## config.mk

```make
export PLATFORM = sky130hd
export DESIGN_NAME = udp_decoder
export DESIGN_NICKNAME = d
export VERILOG_FILES = /design/src/rtl/udp_decoder.sv
export SDC_FILE = /design/constraint.sdc
export NUM_CORES = 1
export LEC_CHECK = 0
export CAP_MARGIN = 10
export CORE_ASPECT_RATIO = 2
export CORE_UTILIZATION = 64
export CTS_CLUSTER_DIAMETER = 100
export DETAILED_ROUTE_END_ITERATION = 6
export DONT_BUFFER_PORTS = 1
export PLACE_DENSITY = 0.8
export RECOVER_POWER = 100
export SYNTH_ARGS = -nofsm -noshare
export SYNTH_HDL_FRONTEND = slang
export SYNTH_SLANG_ARGS = --single-unit
```

## constraint.sdc

```tcl
create_clock -name clk -period 8.9 [get_ports clk]
set_input_delay 1.335 -clock clk [delete_from_list [all_inputs] [get_ports clk]]
set_output_delay 1.335 -clock clk [all_outputs]
set_load 0.03 [all_outputs]
```

## src/rtl/udp_decoder.sv

```systemverilog
// UDP receive decoder: header field extraction, payload forwarding and
// one's-complement checksum verification over a 32-bit word stream.
module udp_decoder #(
   parameter int DATA_W     = 32,
   parameter int PKT_ADDR_W = 16
) (
   input  logic                  clk,
   input  logic                  reset,
   input  logic                  start,
   input  logic [DATA_W-1:0]     in_data,
   input  logic                  in_valid,
   output logic [PKT_ADDR_W-1:0] src_port,
   output logic [PKT_ADDR_W-1:0] dest_port,
   output logic [PKT_ADDR_W-1:0] len,
   output logic [PKT_ADDR_W-1:0] chksum_rx,
   output logic [DATA_W-1:0]     pay_data,
   output logic                  pay_valid,
   output logic                  fin,
   output logic                  chksum_ok,
   output logic                  no_chksum,
   output logic                  err_len
);

   typedef enum logic [2:0] {
      IDLE,
      HDR_1,
      HDR_2,
      DATA,
      FIN
   } state_t;

   state_t state_q, state_d;

   logic [15:0] src_q, src_d;
   logic [15:0] dest_q, dest_d;
   logic [15:0] len_q, len_d;
   logic [15:0] chk_q, chk_d;
   logic [15:0] acc_q, acc_d;
   logic [15:0] left_q, left_d;
   logic [31:0] pdata_q, pdata_d;
   logic        pvalid_q, pvalid_d;
   logic        ok_q, ok_d;
   logic        noc_q, noc_d;
   logic        err_q, err_d;
   logic [15:0] l_field;

   function automatic logic [15:0] oc_add(
      input logic [15:0] a,
      input logic [15:0] b
   );
      logic [16:0] s;
      s = {1'b0, a} + {1'b0, b};
      return s[15:0] + {15'd0, s[16]};
   endfunction

   function automatic logic [15:0] oc_word(
      input logic [15:0] a,
      input logic [31:0] w
   );
      return oc_add(oc_add(a, w[31:16]), w[15:0]);
   endfunction

   assign l_field = in_data[31:16];

   always_comb begin
      state_d  = state_q;
      src_d    = src_q;
      dest_d   = dest_q;
      len_d    = len_q;
      chk_d    = chk_q;
      acc_d    = acc_q;
      left_d   = left_q;
      pdata_d  = pdata_q;
      pvalid_d = 1'b0;
      ok_d     = ok_q;
      noc_d    = noc_q;
      err_d    = err_q;

      unique case (state_q)
         IDLE: begin
            if (start) begin
               state_d = HDR_1;
               acc_d   = 16'd0;
               ok_d    = 1'b0;
               noc_d   = 1'b0;
               err_d   = 1'b0;
            end
         end
         HDR_1: begin
            if (in_valid) begin
               src_d   = in_data[31:16];
               dest_d  = in_data[15:0];
               acc_d   = oc_word(acc_q, in_data);
               state_d = HDR_2;
            end
         end
         HDR_2: begin
            if (in_valid) begin
               chk_d = in_data[15:0];
               acc_d = oc_word(acc_q, in_data);
               if (l_field < 16'd8) begin
                  err_d   = 1'b1;
                  len_d   = 16'd0;
                  left_d  = 16'd0;
                  state_d = FIN;
               end else begin
                  len_d   = l_field - 16'd8;
                  left_d  = l_field - 16'd8;
                  state_d = (l_field == 16'd8) ? FIN : DATA;
               end
            end
         end
         DATA: begin
            if (in_valid) begin
               pdata_d  = in_data;
               pvalid_d = 1'b1;
               acc_d    = oc_word(acc_q, in_data);
               left_d   = (left_q < 16'd4) ? 16'd0 : left_q - 16'd4;
               if (left_q <= 16'd4) begin
                  state_d = FIN;
               end
            end
         end
         FIN: begin
            state_d = IDLE;
         end
         default: begin
            state_d = IDLE;
         end
      endcase

      // status is resolved on entry to FIN so it is valid alongside fin
      if (state_d == FIN && state_q != FIN) begin
         noc_d = (chk_d == 16'd0);
         ok_d  = (noc_d | (acc_d == 16'hFFFF)) & ~err_d;
      end
   end

   always_ff @(posedge clk) begin
      if (reset) begin
         state_q  <= IDLE;
         src_q    <= '0;
         dest_q   <= '0;
         len_q    <= '0;
         chk_q    <= '0;
         acc_q    <= '0;
         left_q   <= '0;
         pdata_q  <= '0;
         pvalid_q <= 1'b0;
         ok_q     <= 1'b0;
         noc_q    <= 1'b0;
         err_q    <= 1'b0;
      end else begin
         state_q  <= state_d;
         src_q    <= src_d;
         dest_q   <= dest_d;
         len_q    <= len_d;
         chk_q    <= chk_d;
         acc_q    <= acc_d;
         left_q   <= left_d;
         pdata_q  <= pdata_d;
         pvalid_q <= pvalid_d;
         ok_q     <= ok_d;
         noc_q    <= noc_d;
         err_q    <= err_d;
      end
   end

   assign src_port  = src_q;
   assign dest_port = dest_q;
   assign len       = len_q;
   assign chksum_rx = chk_q;
   assign pay_data  = pdata_q;
   assign pay_valid = pvalid_q;
   assign fin       = (state_q == FIN);
   assign chksum_ok = ok_q;
   assign no_chksum = noc_q;
   assign err_len   = err_q;

endmodule

```

* Yosys cells after proc, flatten, opt, wreduce, memory -nomap -nowiden
Cells that the tools add are included.
Storage, ports and cells: register bits 135, input bits 36, output and inout bits 101, logic and storage cells 75
Cells by class: add/sub/neg operators 6, order comparisons 3, equality and inequality tests 10, muxes and demuxes 27, bitwise logic cells 4, reductions and logical operators 13
Operator list (count):
- two-way mux 16 bit | 8
- case mux 16 bit (2 select lines) | 2
- adder 16 x 16 -> 17 bit | 2
- adder 16 x 1 -> 16 bit | 2
- two-way mux 3 bit | 7
- equality test 16 bit (second input constant) | 1
- equality test 16 x 4 -> 1 bit (second input constant) | 1
- <= comparator 16 x 3 -> 1 bit (second input constant) | 1
- logical NOT 16 bit | 1
- less-than comparator 16 x 3 -> 1 bit (second input constant) | 1
- less-than comparator 16 x 4 -> 1 bit (second input constant) | 1
- subtractor 16 x 3 -> 16 bit (second input constant) | 1
- subtractor 16 x 4 -> 16 bit (second input constant) | 1
- case mux 3 bit (4 select lines) | 1
- two-way mux 1 bit | 8
- AND reduction 2 bit | 4
- equality test 3 x 2 -> 1 bit (second input constant) | 2
- equality test 3 bit (second input constant) | 2
- nonzero test 2 bit | 3
- inequality test 2 bit (second input constant) | 2
- equality test 3 x 1 -> 1 bit (second input constant) | 1
- logical NOT 3 bit | 1
- inequality test 3 bit (second input constant) | 1
- AND reduction 3 bit | 1
- 7 further kinds | 8

* Longest topological paths before layout
depth after elaboration 10, mapped depth 36

* Worst setup path after synthesis
No wires, ideal clock.
kind input-to-reg, start point input in_data[16], end point register ok_q (netlist: chksum_ok), library setup time 0.069 ns, data arrival time 7.928 ns, required time 8.831 ns, path slack 0.902 ns, stages 33, path through ha_1 inv_1 fa_1 nor2b_1 o21a_1 o21ai_0 a211oi_1 o31a_1 o21ai_0 a21boi_0 o21ai_0 nand2b_1 ha_1 nand3_1 or4_4 or4_1 xnor2_1 ha_1 nand2_1 or4_1 a21boi_0 o21ai_0 nand2b_1 ha_1 ha_1 o211ai_1 nor4_2 nand3_1 or3_1 mux2_2 a22oi_1 o2111ai_1 o21ai_1
Between the ends: cells in the longest elaborated chain, start to end 10
RTL lines:
- from (decl) | line 10 | input logic [DATA_W-1:0] in_data,
- adder 16 x 16 -> 17 bit | line 52 | s = {1'b0, a} + {1'b0, b};
- adder 16 x 1 -> 16 bit | line 53 | return s[15:0] + {15'd0, s[16]};
- adder 16 x 16 -> 17 bit | line 52
- adder 16 x 1 -> 16 bit | line 53
- two-way mux 16 bit | line 90, 98, 114
- case mux 16 bit (2 select lines) | line 79 | unique case (state_q)
- equality test 16 bit | line 135 | ok_d = (noc_d | (acc_d == 16'hFFFF)) & ~err_d;
- bitwise OR 1 bit | line 135
- AND 1 bit | line 135
- two-way mux 1 bit | line 133 | if (state_d == FIN && state_q != FIN) begin
- to (signal assigned) | line 163 | ok_q <= ok_d;
- to (decl) | line 42 | logic ok_q, ok_d;
Parallel ways exist; a longest one is shown, timed or not. A chain may end at the register's enable or synchronous reset.

* Worst setup path after layout
Same ends and word-level chain as after synthesis.

==> qor.csv <==
metric,value,unit
min_from,left_q[1],
crit_slowest_cell,or4_4,
synthToLayoutAreaGrowth,8.44,%
antenna_found_initial,1,
setup_violations,0,
detailed_place_hpwl,18.3,mm
holdWs,0.479,ns
min_period,8.15,ns
fillers,1028,
vias,8128,
synth_area_per_cell,7.54,um2
ctsHoldBuffers,0,
start_util,66.0,%
io_buffers,0,
cts_tree,yes,
reg2reg_depth,33,
layout-drive-gt1-share,5.88,%
slew_headroom,1.99,%
r2r-start,acc_q[0],
die_width,81.3,um
drcViolationCount,0,
cpPeakStageDelay,0.57,ns
min_path_cells,2,
cts_setup_buffers,0,
cts_buffers,17,
async_flop_share,0,%
ios,137,
crit_top_cell,ha_1,
ys.flop_type,dfxtp_1,
r2r_slack,1.23,ns
die-area,13100,um2
power-per-cell-area,251,nW/um2
fin_util,71.6,%
yosys_warnings,0,
ir_worst_vdd,0.192,mV
ant_nets,0,
outcome,"finished, final reports clean",
hold_class,reg -> reg,
skew,0.0102,ns
post_cts_resized,0,
clk_pin_slew,0.07,ns
num_rows,57,
worstSetupEndpointType,flop,
syn_inst,1068,
core_area,12200,um2
nets,1121,
syn-cell-area,8050,um2
post-route-period-util,91.5,%
start_kind,input port,
critical_path.reg2reg.endpoint,chksum_ok,
clock_tree.root_cell,clkbuf_16,
clock-sinks,135,
fmax,123,MHz
seq_area_frac_synth,33.6,%
timing.max_cap.violations,0,
grt_use_total,41.2,%
wl_per_cell,21.5,um
hold_end,left_q[1],
drtIter0Drc,637,
synth-edff-count,0,
grt_max_degree,136,
hold_viol,0,
totalWireLength,25.8,mm
p_leak,3.16,nW
grt_pass1_wl,40.4,mm
vias_per_cell,6.76,
critical_path_class,in -> reg,
synth-seq-cells,135,
tns,0,ns
worst_pin_slew,1.47,ns
h-tree-depth,4,
firstDrtPassIters,5,
clockBufferDepth,2,
grt_pass1_vias,7842,
insertion_delay,0.44,ns
arrival,8.51,ns
dieHeight,161,um
overflow,0,
synth_fp_nets,1147,
slew_viol_final,0,
synth_cell_types,73,
cp_max_fo,7,
cp.required,9.26,ns
rsz0062_at_grt,no,
place.gp.congestion,1.01,
registers in the layout (all words and copies together), names as in the netlist:
signal     count
state_q        3
chksum_ok      1
pay_valid      1
src_port      16
no_chksum      1
err_len        1
dest_port     16
left_q        16
pay_data      32
chksum_rx     16
acc_q         16
len           16
area by class of cell:
class	instances	area, um2	share of cell area, %
Multi-Input combinational cell	854	5060	58.0
Inverter	22	82.6	0.946
Clock buffer	18	429	4.92
Antenna cell	1	2.50	0.0287
Timing Repair Buffer	12	78.8	0.903
Sequential cell	135	2700	31.0
Clock inverter	14	186	2.14
Tap cell	147	184	2.11
layout by cell type (no fill, tap or decap), types with 6 or more instances in the layout:
| cell type | count |
|---|---|
| a211oi_1 | 9 |
| a21o_1 | 10 |
| a21oi_1 | 133 |
| a22oi_1 | 13 |
| a31oi_1 | 6 |
| and2_0 | 6 |
| and2_1 | 11 |
| buf_4 | 9 |
| clkbuf_16 | 17 |
| dfxtp_1 | 135 |
| ha_1 | 41 |
| inv_1 | 22 |
| inv_6 | 6 |
| mux2i_1 | 8 |
| nand2_1 | 222 |
| nand2b_1 | 11 |
| nand3_1 | 22 |
| nand4_1 | 11 |
| nor2_1 | 81 |
| nor2b_1 | 7 |
| nor3_1 | 28 |
| nor4_1 | 21 |
| o211ai_1 | 11 |
| o21a_1 | 6 |
| o21ai_0 | 39 |
| or3_1 | 10 |
| xnor2_1 | 25 |
| xor2_1 | 15 |
Yosys cell counts (all sizes together) (22+ instances only):
cell type  instances  area [um2]
clkbuf            54         203
nor2              82         308
inv               22        82.6
dfxtp            135        2700
nand2            222         833
nor4              23         156
ha                41         513
nor3              29         145
xnor2             25         219
a21oi            133         666
o21ai             43         219
nand3             22         110
worst max-delay path by stage:
| stage | startpoint | to | slack, ns | cells after the start |
|---|---|---|---|---|
| 2_1_floorplan | in_data[16] | chksum_ok | 0.90 | 33 |
| 3_3_place_gp | in_data[16] | chksum_ok | 0.32 | 33 |
| 3_5_place_dp | in_data[16] | chksum_ok | 0.15 | 33 |
| 4_1_cts | in_data[16] | chksum_ok | 0.55 | 33 |
| 5_1_grt | in_data[16] | chksum_ok | 0.11 | 35 |
| 6_report | in_data[16] | chksum_ok | 0.75 | 33 |
routing by layer:
| layer | up-vias | wire length (um) | part of all wire (%) | GRT usage, % |
|---|---|---|---|---|
| li1 | 3768 | - | - | - |
| met1 | 3831 | 8420 | 33 | 39.0 |
| met2 | 395 | 13200 | 51 | 68.3 |
| met3 | 134 | 1980 | 7.7 | 12.4 |
| met4 | 0 | 2190 | 8.5 | 37.0 |
| met5 | - | 0 | 0 | 2.92 |
stage by stage:
step	total power, W	setup slack, ns	cells	cell area (um2)
after CTS	0.00216	0.548	1202	8730
after floorplan	0.00126	0.902	1068	8050
after detailed placement	0.00141	0.150	1170	8120
after global placement	0.00140	0.315	1170	8120
final	0.00219	0.753	1203	8730
after global routing	0.00228	0.115	1203	8730
where the power goes:
part	leakage (nW)	total, W	internal, W	switching (W)
clock network	0.301	0.000756	0.000450	0.000306
registers	1.09	0.000675	0.000631	0.0000446
logic	1.77	0.000757	0.000287	0.000470
cells by family after synthesis:
group | share of synthesized area, %
simple gates | 27.2
compound gates | 22.7
flops | 33.6
buf+inv | 3.72
fa+ha+maj | 6.87
xor+xnor | 4.63
mux | 1.27
worst max-delay path, delay by kind of cell:
family	cells	cell delay, ns
AO/OA/AOI/OAI	13	2.06
AND/OR/NAND/NOR	11	3.09
XOR/XNOR	1	0.18
adder cells (fa/ha/maj)	6	1.43
buffers and inverters	1	0.06
multiplexers	1	0.33
Note: power is estimated with default switching activity, not from simulation.
